`config.mk`:
```
export PLATFORM = sky130hd
export DESIGN_NAME = fp_add_flat
export DESIGN_NICKNAME = d
export VERILOG_FILES = /design/src/rtl/fp_add_if.sv /design/src/rtl/fp_add.sv /design/src/flat_wrapper.sv
export SDC_FILE = /design/constraint.sdc
export NUM_CORES = 1
export LEC_CHECK = 0
export CAP_MARGIN = 20
export CORE_AREA = 2 2 177 179
export CTS_BUF_LIST = sky130_fd_sc_hd__clkbuf_4
export DETAILED_ROUTE_END_ITERATION = 10
export DIE_AREA = 0 0 179 181
export HOLD_SLACK_MARGIN = 0.12
export PLACE_DENSITY_LB_ADDON = 0.15
export SYNTH_ARGS = -nofsm -noshare
export SYNTH_HDL_FRONTEND = slang
export SYNTH_SLANG_ARGS = --single-unit
```
`constraint.sdc`:
```
create_clock -name clk -period 0.8 [get_ports clk]
set_clock_uncertainty 0.15 [all_clocks]
set_input_delay 0.12 -clock clk [delete_from_list [all_inputs] [get_ports clk]]
set_output_delay 0.12 -clock clk [all_outputs]
set_load 0.02 [all_outputs]
```
`src/rtl/fp_add_if.sv`:
```
`default_nettype none
// ============================================================================
//  Module      : fp_add_if
//  Description : Operand/result bundle for the fp_add floating-point adder.
//                The master drives the packed operands; the slave (adder)
//                returns the sum as separate sign/exponent/fraction fields.
//  Revision    : 1.0  initial release
// ============================================================================
interface fp_add_if #(
  parameter int EXPONENT_WIDTH = 8,
  parameter int MANTISSA_WIDTH = 23
) ();
  localparam int W = 1 + EXPONENT_WIDTH + MANTISSA_WIDTH;

  logic [W-1:0]              A_FP;
  logic [W-1:0]              B_FP;
  logic                      sign;
  logic [EXPONENT_WIDTH-1:0] exponent;
  logic [MANTISSA_WIDTH-1:0] mantissa;

  modport master (
    output A_FP,
    output B_FP,
    input  sign,
    input  exponent,
    input  mantissa
  );

  modport slave (
    input  A_FP,
    input  B_FP,
    output sign,
    output exponent,
    output mantissa
  );
endinterface
`default_nettype wire

```
`src/rtl/fp_add.sv`:
```
`default_nettype none
// ============================================================================
//  Module      : fp_add
//  Description : IEEE-754 binary floating-point adder, round-to-nearest-even,
//                subnormals flushed to zero, combinational compute with a
//                single output register (latency 1, throughput 1/cycle).
//  Revision    : 1.0  initial release
// ============================================================================
module fp_add #(
  parameter int EXPONENT_WIDTH = 8,
  parameter int MANTISSA_WIDTH = 23
) (
  input  wire logic  clk,
  input  wire logic  rst_n,
  fp_add_if.slave    bus
);
  localparam int E     = EXPONENT_WIDTH;
  localparam int M     = MANTISSA_WIDTH;
  // Extended magnitude: hidden bit, fraction, guard, round, sticky.
  localparam int XW    = M + 4;
  localparam int LZW   = $clog2(XW + 1);

  localparam logic [E-1:0]   c_emax    = {E{1'b1}};
  localparam logic [E-1:0]   c_sat     = E'(M + 3);
  localparam logic [M-1:0]   c_qnan_m  = {1'b1, {(M-1){1'b0}}};
  localparam logic [E+1:0]   c_emax_x  = {2'b00, {E{1'b1}}};

  // Leading-zero count of the extended difference (XW when all zero).
  function automatic logic [LZW-1:0] lzc(input logic [XW-1:0] v);
    lzc = LZW'(XW);
    for (int i = 0; i < XW; i++) begin
      if (v[i]) lzc = LZW'(XW - 1 - i);
    end
  endfunction

  // Unpacked operand fields
  logic         w_sa, w_sb;
  logic [E-1:0] w_ea, w_eb;
  logic [M-1:0] w_fa, w_fb;
  assign {w_sa, w_ea, w_fa} = bus.A_FP;
  assign {w_sb, w_eb, w_fb} = bus.B_FP;

  // Exponent 0 covers both true zero and flushed subnormals.
  logic w_a_zero, w_b_zero, w_a_nan, w_b_nan, w_a_inf, w_b_inf;
  assign w_a_zero = (w_ea == '0);
  assign w_b_zero = (w_eb == '0);
  assign w_a_nan  = (w_ea == c_emax) && (w_fa != '0);
  assign w_b_nan  = (w_eb == c_emax) && (w_fb != '0);
  assign w_a_inf  = (w_ea == c_emax) && (w_fa == '0);
  assign w_b_inf  = (w_eb == c_emax) && (w_fb == '0);

  // Order by magnitude: exponent first, then fraction.
  logic         w_a_big;
  logic         w_s_big;
  logic [E-1:0] w_e_big, w_e_sml, w_diff;
  logic [M:0]   w_m_big, w_m_sml;
  assign w_a_big = (w_ea > w_eb) || ((w_ea == w_eb) && (w_fa >= w_fb));
  assign w_s_big = w_a_big ? w_sa : w_sb;
  assign w_e_big = w_a_big ? w_ea : w_eb;
  assign w_e_sml = w_a_big ? w_eb : w_ea;
  assign w_m_big = w_a_big ? {1'b1, w_fa} : {1'b1, w_fb};
  assign w_m_sml = w_a_big ? {1'b1, w_fb} : {1'b1, w_fa};
  assign w_diff  = w_e_big - w_e_sml;

  logic [XW-1:0]   w_big_ext, w_sml_ext, w_shifted, w_aligned;
  logic            w_lost;
  logic [XW:0]     w_sum;
  logic [XW-1:0]   w_dif;
  logic [LZW-1:0]  w_lz;
  logic [XW-1:0]   w_norm;
  logic [E+1:0]    w_exp_n;
  logic [E+1:0]    w_exp_r;
  logic [M+1:0]    w_rnd;
  logic [M-1:0]    w_frac_r;
  logic            w_res_sign;
  logic [E-1:0]    w_res_exp;
  logic [M-1:0]    w_res_man;

  assign w_big_ext = {w_m_big, 3'b000};
  assign w_sml_ext = {w_m_sml, 3'b000};

  // Align the small operand, folding every shifted-out bit into sticky.
  always_comb begin
    w_shifted = '0;
    w_lost    = 1'b0;
    w_aligned = '0;
    if (w_diff >= c_sat) begin
      w_aligned = {{(XW-1){1'b0}}, 1'b1};
    end else begin
      w_shifted = w_sml_ext >> w_diff;
      w_lost    = ((w_shifted << w_diff) != w_sml_ext);
      w_aligned = w_shifted | {{(XW-1){1'b0}}, w_lost};
    end
  end

  assign w_sum = {1'b0, w_big_ext} + {1'b0, w_aligned};
  assign w_dif = w_big_ext - w_aligned;
  assign w_lz  = lzc(w_dif);

  // Normalize the raw sum/difference and track the working exponent.
  always_comb begin
    w_norm  = '0;
    w_exp_n = {2'b00, w_e_big};
    if (w_sa == w_sb) begin
      if (w_sum[XW]) begin
        w_norm  = {w_sum[XW:2], w_sum[1] | w_sum[0]};
        w_exp_n = {2'b00, w_e_big} + (E+2)'(1);
      end else begin
        w_norm  = w_sum[XW-1:0];
      end
    end else begin
      w_norm  = w_dif << w_lz;
      w_exp_n = {2'b00, w_e_big} - (E+2)'(w_lz);
    end
  end

  // Round to nearest even; a carry out of the significand bumps the exponent.
  always_comb begin
    w_rnd    = {1'b0, w_norm[XW-1:3]}
             + (M+2)'(w_norm[2] & (w_norm[1] | w_norm[0] | w_norm[3]));
    w_exp_r  = w_exp_n;
    w_frac_r = w_rnd[M-1:0];
    if (w_rnd[M+1]) begin
      w_frac_r = '0;
      w_exp_r  = w_exp_n + (E+2)'(1);
    end
  end

  // Result selection: specials, zero operands, cancellation, range limits.
  always_comb begin
    w_res_sign = w_s_big;
    w_res_exp  = w_exp_r[E-1:0];
    w_res_man  = w_frac_r;
    if (w_a_nan || w_b_nan || (w_a_inf && w_b_inf && (w_sa != w_sb))) begin
      w_res_sign = 1'b0;
      w_res_exp  = c_emax;
      w_res_man  = c_qnan_m;
    end else if (w_a_inf) begin
      w_res_sign = w_sa;
      w_res_exp  = c_emax;
      w_res_man  = '0;
    end else if (w_b_inf) begin
      w_res_sign = w_sb;
      w_res_exp  = c_emax;
      w_res_man  = '0;
    end else if (w_a_zero && w_b_zero) begin
      w_res_sign = 1'b0;
      w_res_exp  = '0;
      w_res_man  = '0;
    end else if (w_a_zero) begin
      {w_res_sign, w_res_exp, w_res_man} = bus.B_FP;
    end else if (w_b_zero) begin
      {w_res_sign, w_res_exp, w_res_man} = bus.A_FP;
    end else if ((w_sa != w_sb) && (w_dif == '0)) begin
      w_res_sign = 1'b0;
      w_res_exp  = '0;
      w_res_man  = '0;
    end else if ($signed(w_exp_n) <= 0) begin
      w_res_exp  = '0;
      w_res_man  = '0;
    end else if ($signed(w_exp_r) >= $signed(c_emax_x)) begin
      w_res_exp  = c_emax;
      w_res_man  = '0;
    end
  end

  logic         r_sign;
  logic [E-1:0] r_exp;
  logic [M-1:0] r_man;

  // Output register; reset presents +0.0.
  always_ff @(posedge clk or negedge rst_n) begin
    if (!rst_n) begin
      r_sign <= 1'b0;
      r_exp  <= '0;
      r_man  <= '0;
    end else begin
      r_sign <= w_res_sign;
      r_exp  <= w_res_exp;
      r_man  <= w_res_man;
    end
  end

  assign bus.sign     = r_sign;
  assign bus.exponent = r_exp;
  assign bus.mantissa = r_man;
endmodule
`default_nettype wire

```
`src/flat_wrapper.sv`:
```
// flat-port wrapper written by rule: the top's interface ports become plain ports
module fp_add_flat 
#(
  parameter int EXPONENT_WIDTH = 8,
  parameter int MANTISSA_WIDTH = 23
)
  (clk, rst_n, bus_A_FP, bus_B_FP, bus_sign, bus_exponent, bus_mantissa);
  fp_add_if #(.EXPONENT_WIDTH(EXPONENT_WIDTH), .MANTISSA_WIDTH(MANTISSA_WIDTH)) bus_i ();
  input  wire logic clk;
  input  wire logic rst_n;
  input wire logic [$bits(bus_i.A_FP)-1:0] bus_A_FP;
  input wire logic [$bits(bus_i.B_FP)-1:0] bus_B_FP;
  output wire logic [$bits(bus_i.sign)-1:0] bus_sign;
  output wire logic [$bits(bus_i.exponent)-1:0] bus_exponent;
  output wire logic [$bits(bus_i.mantissa)-1:0] bus_mantissa;
  assign bus_i.A_FP = bus_A_FP;
  assign bus_i.B_FP = bus_B_FP;
  assign bus_sign = bus_i.sign;
  assign bus_exponent = bus_i.exponent;
  assign bus_mantissa = bus_i.mantissa;
  fp_add #(.EXPONENT_WIDTH(EXPONENT_WIDTH), .MANTISSA_WIDTH(MANTISSA_WIDTH)) u_core (.clk(clk), .rst_n(rst_n), .bus(bus_i));
endmodule
```
==> results of run 1 <==
==> repair_timing <==
| action | in CTS |
|---|---|
| hold endpoints to repair | 40 |
| setup endpoints to repair | 64 |
| pin swaps | 96 |
| buffers inserted | 50 |
| gates resized for setup | 523 |
| gates cloned | 1 |
==> stage by stage <==
| stage | setup slack, ns | setup TNS [ns] | utilization (%) |
|---|---|---|---|
| floorplan | -11.57 | -355.34 | - |
| global placement | -11.84 | -386.82 | 77.9 |
| detailed placement | -12.02 | -392.78 | 77.9 |
| CTS | -10.66 | -347.17 | 82.1 |
==> Yosys cell counts (all sizes together), types with 16 or more instances <==
library cell,n
nand2,224
nor2,186
a21oi,154
o21ai,141
inv,116
mux2i,97
ha,91
clkbuf,87
nor3,73
nand3,72
xnor2,61
a211oi,53
buf,53
mux2,44
nor4,43
nand4,41
a31oi,37
o211ai,37
dfrtp,32
o31ai,29
a21o,26
and2,25
or3,24
nand2b,21
xor2,19
and3,18
mux4,18
a32oi,17
o21bai,17
a221oi,16
a22oi,16
==> logic make-up after synthesis <==
group                      Yosys count  share of synthesized area, %
xor gates and xnor gates            80                          4.63
and+or+nand+nor                    798                          26.6
DFF                                 32                          5.30
adders and majority gates           93                          7.79
buffers and inverters              257                          7.12
muxes                              159                          12.4
AOI/OAI and AO/OA                  765                          36.1
==> per-layer routing <==
metal | track usage (%) | GRT overflow
met1 | 75.2 | 0
met2 | 88.6 | 84
met3 | 55.7 | 4
met4 | 62.3 | 65
met5 | 19.8 | 0
==> reports/results.md, run 1 <==
| Item | Value |
| --- | --- |
| Deepest level of the CTS H-tree | 2 |
| Error that halted the flow | [ERROR GRT-0232] Routing congestion too high. Check the congestion heatmap in the GUI. |
| Count of mapped cells out of synthesis | 2184 |
| Gp weighted congestion | 1.22 |
| Post-synth top area share | 7.53% |
| Area contributors post-synth | ha_1, mux2i_1, nand2_1, dfrtp_1, a21oi_1 |
| Post-synthesis sequential element count | 32 |
| Placed cell areas | 23700 um^2 |
| Number of enable-type register cells in the synthesized netlist | 0 |
| Worst EP post-GRT repair | u_core.bus.mantissa[11]$_DFF_PN0_/D |
| Kind of the worst endpoint | sequential cell input |
| Part of the Yosys area used for sequential elements | 5.30% |
| Clock sinks | 32 |
| Mean instance size in the synthesized netlist | 6.92 um^2 |
| Buffers from clock root to sink, at most | 2 |
| Root Driver | clkbuf_4 |
| Net Count, Synth | 2343 |
| Die Y | 181 um |
| Remaining global-route overflow | 153 |
| DP Wirelength | 74.1 mm |
| Overall global routing resource usage | 71.6% |
| Num CTS Buffers | 5 |
| Quantity of I/O buffers inserted on ports | 97 |
| Largest net degree at the start of global routing | 66 |
| Total I/O pin count | 98 |
| Placed cells | 3510 |
| Run status | stopped before the end |
| Fraction of registers with async set or reset after synthesis | 100% |
| Count of standard-cell rows | 64 |
| Effective utilization at floorplan | 49.8% |
| Number of warnings issued by yosys | 0 |
| Area leader, netlist | ha_1 |
| Die width | 179 um |
| Mapped Area | 15100 um^2 |
| Most used flip-flop cell after synthesis | dfrtp_1 |
| Stop stage | 5_1_grt |
| Distinct cell type count of the synthesized netlist | 118 |
==> run 2, diff against run 1 <==
--- a/config.mk
+++ b/config.mk
@@ -6,11 +6,9 @@
 export NUM_CORES = 1
 export LEC_CHECK = 0
 export CAP_MARGIN = 20
-export CORE_AREA = 2 2 177 179
-export CTS_BUF_LIST = sky130_fd_sc_hd__clkbuf_4
+export CORE_AREA = 2 2 211 213
 export DETAILED_ROUTE_END_ITERATION = 10
-export DIE_AREA = 0 0 179 181
-export HOLD_SLACK_MARGIN = 0.12
+export DIE_AREA = 0 0 213 215
 export PLACE_DENSITY_LB_ADDON = 0.15
 export SYNTH_ARGS = -nofsm -noshare
 export SYNTH_HDL_FRONTEND = slang
==> run 2 against run 1 <==
- the flow now finishes, with violations (setup timing)
- synthesized cell count is the same
- synthesized area stayed put
==> reports/results.md, run 2 <==
| Item | Value | Delta |
| --- | --- | --- |
| Required time at the endpoint of the critical path | 0.83 ns |  |
| Top cells by instance count after synthesis | nand2_1, nor2_1, a21oi_1 | unchanged |
| Max FO, Critical Path | 8 |  |
| Gp weighted congestion | 1.07 | was 1.22 |
| Max-cap violation count | 0 |  |
| Remaining max-slew budget at the tightest pin | 35.5% |  |
| Largest net degree at the start of global routing | 58 |  |
| Post-DR wirelength/cell | 26.1 um |  |
| Share of final-layout standard cells stronger than drive strength 1 | 48.5% |  |
| Fraction of registers with async set or reset after synthesis | 100% | unchanged |
| Area contributors post-synth | ha_1, mux2i_1, nand2_1, dfrtp_1, a21oi_1 | unchanged |
| Run status | finished, violations left | was stopped before the end |
| Clock sinks | 32 | unchanged |
| Final ANT Viol Nets | 0 |  |
| Critical path endpoint | u_core.bus.mantissa[16] |  |
| Min setup slack post-route | -11.27 ns |  |
| Overall die area | 45800 um^2 |  |
| Nature of the critical path endpoint | flop |  |
| Final net count | 3421 |  |
| Commonest cells after routing, fill and taps aside | buf_4, nand2_1, nor2_1 |  |
| First-pass GRT wire length | 144 mm |  |
| Deepest level of the CTS H-tree | 2 | unchanged |
| Number of antenna violations at the first check in global routing | 6 |  |
| Element type at the critical path start | input pin |  |
| Net Count, Synth | 2343 | unchanged |
| Power after layout | 63.7 mW |  |
| Path type of the worst setup path | in -> reg |  |
| Root Driver | clkbuf_16 | was clkbuf_4 |
| Worst Hold Class | in -> async |  |
| Fraction of the cycle the final worst path needs | 1510% |  |
| Buffers from clock root to sink, at most | 2 | unchanged |
| Lkg Pwr | 12.1 nW |  |
| Filler Cell Count | 3989 |  |
| Part of the power in registers | 4.5% |  |
| Mapped Area | 15100 um^2 | unchanged |
| Power density of the placed cells | 2370 nW/um^2 |  |
| Combined area of the multi-input logic cells | 15100 um^2 |  |
| DRC violations left | 0 |  |
| Mean instance size in the synthesized netlist | 6.92 um^2 | unchanged |
| Wl on met1 | 38.4 mm |  |
| Relative contribution of the clock network to total power | 3.5% |  |
| Area leader, netlist | ha_1 | unchanged |
| Storage cell area | 801 um^2 |  |
| Hold-fix buffers, CTS | 0 |  |
| Uppermost routed layer | met5 |  |
| Max Clock Freq | 0.0829 GHz |  |
| Post-synth top area share | 7.53% | unchanged |
| DP Wirelength | 83.1 mm | was 74.1 mm |
| Detailed-routed wire length on met3 | 8.07 mm |  |
| Final Setup Violations | 64 |  |
| Most used flip-flop cell after synthesis | dfrtp_1 | unchanged |
| Wire length on met2 | 45.1 mm |  |
| Crit-path most repeated cell | a21oi_2 |  |
| Die Y | 215 um | was 181 um |
| Vias after detailed routing | 23900 |  |
| Most frequent standard cell in the layout excluding fill and tap cells | buf_4 |  |
| Quantity of I/O buffers inserted on ports | 97 | unchanged |
| Distinct cell type count of the synthesized netlist | 118 | unchanged |
| Count of standard-cell rows | 77 | was 64 |
| Number of warnings issued by yosys | 0 | unchanged |
| Vias in the first global route | 23100 |  |
| Min Clock Period, post-route | 12.07 ns |  |
| Relative contribution of combinational cells to total power | 92.0% |  |
| Peak per-stage delay on the critical path | 0.56 ns |  |
| Remaining global-route overflow | 0 |  |
| Largest register FFs | 23 |  |
| Critical path depth in cells | 59 |  |
| Delay-heaviest family, CP | simple AND/OR/NAND/NOR gates |  |
| Vias per inst | 6.19 |  |
| Count of mapped cells out of synthesis | 2184 | unchanged |
| Post-synthesis sequential element count | 32 | unchanged |
| Switching power | 32.6 mW |  |
| Critical path data arrival time | 12.10 ns |  |
| Failing checks | setup timing |  |
| Unrepaired setup endpoints after global routing | true |  |
| Final count of pins violating max slew | 0 |  |
| Num CTS Buffers | 5 | unchanged |
| Number of enable-type register cells in the synthesized netlist | 0 | unchanged |
| Effective utilization at floorplan | 34.6% | was 49.8% |
| Total iterations of the first detailed-routing run | 5 |  |
| Total core area | 43600 um^2 |  |
| Part of the Yosys area used for sequential elements | 5.30% | unchanged |
| Overall global routing resource usage | 41.9% |  |
| VDD IR max | 1.26 mV |  |
| Number of buffers and inverters on the critical path | 10 |  |
| Highest-delay cell along the critical path | or4_4 |  |
| Die width | 213 um | was 179 um |
| Hold Vio Cnt, Final | 0 |  |
| Clock transition at path regs | 0.06 ns |  |
| Syn-to-layout area delta | 77.6% |  |
| Total I/O pin count | 98 | unchanged |
| TNS Setup | -361.56 ns |  |
| Critical path origin | bus_B_FP[27] |  |
| Initial detailed-routing violation count | 2512 |  |
| Net switching share of the total power | 51.1% |  |
| Clock tree from TritonCTS | done |  |
| Internal power contribution | 31.1 mW |  |
| Most repeated cell in the gate-level netlist after synthesis | nand2_1 | unchanged |
| Final wirelength | 101 mm |  |
| Worst-margin pin slew | 0.959 ns |  |
## run 2: worst min-delay path by stage
stage	end	slack, ns	cells after the start
after CTS	u_core.bus.exponent[4]	0.05	4
final	u_core.bus.mantissa[11]	0.07	2
after detailed placement	u_core.bus.exponent[7]	0.37	2
after global placement	u_core.bus.exponent[6]	0.36	2
after floorplan	u_core.bus.exponent[0]	-0.33	0
after global routing	u_core.bus.exponent[4]	0.07	4
## run 2: layout make-up
type	count	area share, %
Timing Repair Buffer	1211	35.7
Inverter	117	1.71
Sequential cell	32	2.98
Multi-Input combinational cell	1895	56.2
Antenna cell	3	0.0279
Clock buffer	6	0.480
Clock inverter	2	0.130
Tap cell	592	2.76
## run 2: cells by family after synthesis
family | synth area share, %
and+or+nand+nor | 26.6
AOI/OAI and AO/OA | 36.1
buffers and inverters | 7.12
muxes | 12.4
adders and majority gates | 7.79
xor gates and xnor gates | 4.63
DFF | 5.30
## run 2: per-stage QoR
step                      area, um^2  hold WS [ns]  instances  utilization [%]  setup WS, ns
after floorplan                15500        -0.326       2184                -        -11.57
after global placement         24300         0.358       3766             55.7        -12.36
after detailed placement       24300         0.366       3766             55.7        -12.35
after CTS                      25900        0.0515       3828             59.4        -10.96
after global routing           26900        0.0749       3858             61.5        -11.56
final                          26900        0.0679       3858             61.5        -11.27
## run 2: what timing repair did
action / CTS / global route
gates resized for setup: 576 / 137
endpoints found under the setup margin: 64 / 64
pin swaps: 98 / 82
cloned: 1 / 1
setup buffers: 57 / 30
## run 2: power groups by stage
stage          combinational, mW  sequential [mW]  clock (mW)
2_1_floorplan               22.1             3.52           0
3_3_place_gp                50.7             2.70           0
3_5_place_dp                50.7             2.71           0
4_1_cts                     54.4             2.84        2.20
5_1_grt                     60.9             2.87        2.27
6_report                    58.6             2.85        2.22
## run 2: layer usage
layer  track usage (%)  vias to the layer above
met5                 0                        -
met4              28.7                        2
met3              5.19                      396
met2              68.4                     1437
met1              51.0                    11500
li1                  -                    10600
Power figures use the tool's default switching activity.
==> run 3, diff against run 2 <==
--- a/config.mk
+++ b/config.mk
@@ -10,6 +10,7 @@
 export DETAILED_ROUTE_END_ITERATION = 10
 export DIE_AREA = 0 0 213 215
 export PLACE_DENSITY_LB_ADDON = 0.15
+export RECOVER_POWER = 25
 export SYNTH_ARGS = -nofsm -noshare
 export SYNTH_HDL_FRONTEND = slang
 export SYNTH_SLANG_ARGS = --single-unit
==> run 3 against run 2 <==
- the flow still finishes with violations (setup timing)
- critical endpoint unchanged
- critical path type unchanged
- combinational power about the same
- cell count unchanged
- first-iteration DRC count increased by 0.16%
==> reports/results.md, run 3 (synthesized netlist as in run 2, its figures left out) <==
| Item | Value | Delta |
| --- | --- | --- |
| Run status | finished, violations left | unchanged |
| Failing checks | setup timing | unchanged |
| Worst Hold Class | in -> reg | was in -> async |
| Largest register FFs | 23 | unchanged |
| Clock sinks | 32 | unchanged |
| Number of instances on the worst hold path | 4 |  |
| Critical path data arrival time | 12.08 ns | was 12.10 ns |
| Number of antenna violations at the first check in global routing | 6 | unchanged |
| Post-DR wirelength/cell | 26.1 um | about the same |
| Final count of pins violating max slew | 0 | unchanged |
| Deepest level of the CTS H-tree | 2 | unchanged |
| Worst-margin pin slew | 0.959 ns | about the same |
| Power after layout | 63.7 mW | about the same |
| Fraction of the cycle the final worst path needs | 1510% | about the same |
| Share of final-layout standard cells stronger than drive strength 1 | 48.5% | unchanged |
| Max-cap violation count | 0 | unchanged |
| Initial detailed-routing violation count | 2516 | was 2512 |
| Min setup slack post-route | -11.24 ns | was -11.27 ns |
| Vias after detailed routing | 23900 | about the same |
| Quantity of I/O buffers inserted on ports | 97 | unchanged |
| Die Y | 215 um | unchanged |
| Total iterations of the first detailed-routing run | 5 | unchanged |
| Crit-path most repeated cell | a21oi_2 | unchanged |
| Final net count | 3421 | unchanged |
| Overall die area | 45800 um^2 | unchanged |
| Max FO, Critical Path | 7 | was 8 |
| Post-Route Utilization | 61.5% | about the same |
| Total core area | 43600 um^2 | unchanged |
| Power density of the placed cells | 2370 nW/um^2 | about the same |
| Most frequent standard cell in the layout excluding fill and tap cells | buf_4 | unchanged |
| Num CTS Buffers | 5 | unchanged |
| Placed cells | 3766 | unchanged |
| Final hold slack | 0.0694 ns | was 0.0679 ns |
| Clock tree from TritonCTS | done | unchanged |
| Count of standard-cell rows | 77 | unchanged |
| Hold Vio Cnt, Final | 0 | unchanged |
| DRC violations left | 0 | unchanged |
| Required time at the endpoint of the critical path | 0.84 ns | was 0.83 ns |
| Highest-delay cell along the critical path | or4_4 | unchanged |
| Vias in the first global route | 23100 | unchanged |
| Fin cells | 3858 | unchanged |
| Total I/O pin count | 98 | unchanged |
| Final wirelength | 101 mm | about the same |
| Path type of the worst setup path | in -> reg | unchanged |
| Largest net degree at the start of global routing | 58 | unchanged |
| Syn-to-layout area delta | 77.6% | about the same |
| Gp weighted congestion | 1.07 | unchanged |
| Min Clock Period, post-route | 12.04 ns | was 12.07 ns |
| Lkg Pwr | 12.1 nW | about the same |
| Buffers from clock root to sink, at most | 2 | unchanged |
| Element type at the critical path start | input pin | unchanged |
| Max Clock Freq | 0.0831 GHz | was 0.0829 GHz |
| Remaining global-route overflow | 0 | unchanged |
| Commonest cells after routing, fill and taps aside | buf_4, nand2_1, nor2_1 | unchanged |
| First-pass GRT wire length | 144 mm | unchanged |
| Die width | 213 um | unchanged |
| DP Wirelength | 83.1 mm | unchanged |
| VDD IR max | 1.26 mV | about the same |
| Effective utilization at floorplan | 34.6% | unchanged |
| Unrepaired setup endpoints after global routing | true | unchanged |
| Remaining max-slew budget at the tightest pin | 35.5% | about the same |
| Nature of the critical path endpoint | flop | unchanged |
| Peak per-stage delay on the critical path | 0.56 ns | about the same |
| Clock transition at path regs | 0.05 ns | was 0.06 ns |
| Root Driver | clkbuf_16 | unchanged |
| Final Setup Violations | 64 | unchanged |
| Overall global routing resource usage | 41.9% | unchanged |
| Vias per inst | 6.20 | was 6.19 |
| Final ANT Viol Nets | 0 | unchanged |
[run 3: changes by cell type in the layout (fill, tap and decap cells not counted), sizes merged]
cell | previous run | this run
dlygate4sd3 | 0 | 1
clkdlybuf4s50 | 5 | 4
[run 3: critical path: cells and delay by family]
| kind | cells | cell delay, ns |
|---|---|---|
| compound gates | 22 | 4.17 |
| xor+xnor | 2 | 0.31 |
| fa+ha+maj | 5 | 1.10 |
| buf+inv | 12 | 1.23 |
| mux | 2 | 0.61 |
| simple gates | 21 | 4.55 |
[run 3: per-layer routing]
| metal | wire length (um) | track usage, % | part of all wire (%) |
|---|---|---|---|
| met1 | 38400 | 51.0 | 38 |
| met2 | 45100 | 68.4 | 45 |
| met3 | 8070 | 5.19 | 8.0 |
| met4 | 9000 | 28.7 | 8.9 |
| met5 | 13 | 0 | 0.013 |
[run 3: final timing paths]
kind	startpoint	to	slack, ns
worst max-delay path	bus_B_FP[27]	u_core.bus.mantissa[16]	-11.24
worst min-delay path	bus_B_FP[27]	u_core.bus.exponent[4]	0.07
max in group asynchronous	rst_n	u_core.bus.mantissa[2]	0.10
min in group asynchronous	rst_n	u_core.bus.mantissa[11]	0.15
[run 3: where the power goes]
| part | switching [mW] | leakage (nW) | internal [mW] | total [mW] |
|---|---|---|---|---|
| Clock | 0.764 | 0.0809 | 1.47 | 2.23 |
| Combinational | 31.3 | 11.6 | 27.3 | 58.6 |
| Sequential | 0.490 | 0.382 | 2.36 | 2.85 |
| Total | 32.6 | 12.1 | 31.1 | 63.7 |
[run 3: cell type report]
| type | count | area (um^2) |
|---|---|---|
| fillers | 3990 | 16800 |
| multi-input cells | 1895 | 15100 |
| repair buffers | 1211 | 9570 |
| flip-flops and latches | 32 | 801 |
| well taps | 592 | 741 |
| inverters | 117 | 459 |
| clock buffers | 6 | 129 |
| clock inverters | 2 | 35.0 |
| diodes | 3 | 7.51 |
[run 3: repair_timing]
action	CTS	global route
setup buffers	57	30
hold endpoints to repair	0	0
gates cloned	1	1
endpoints found under the setup margin	64	64
resized for setup	576	137
pin swaps	98	82
hold buffers	0	0
[run 3: stage by stage]
step | TNS, ns | area (um^2) | worst slack (ns)
2_1_floorplan | -355.34 | 15500 | -11.57
3_3_place_gp | -403.97 | 24300 | -12.36
3_5_place_dp | -405.35 | 24300 | -12.35
4_1_cts | -354.12 | 25900 | -10.96
5_1_grt | -372.40 | 26900 | -11.56
6_report | -361.35 | 26900 | -11.24
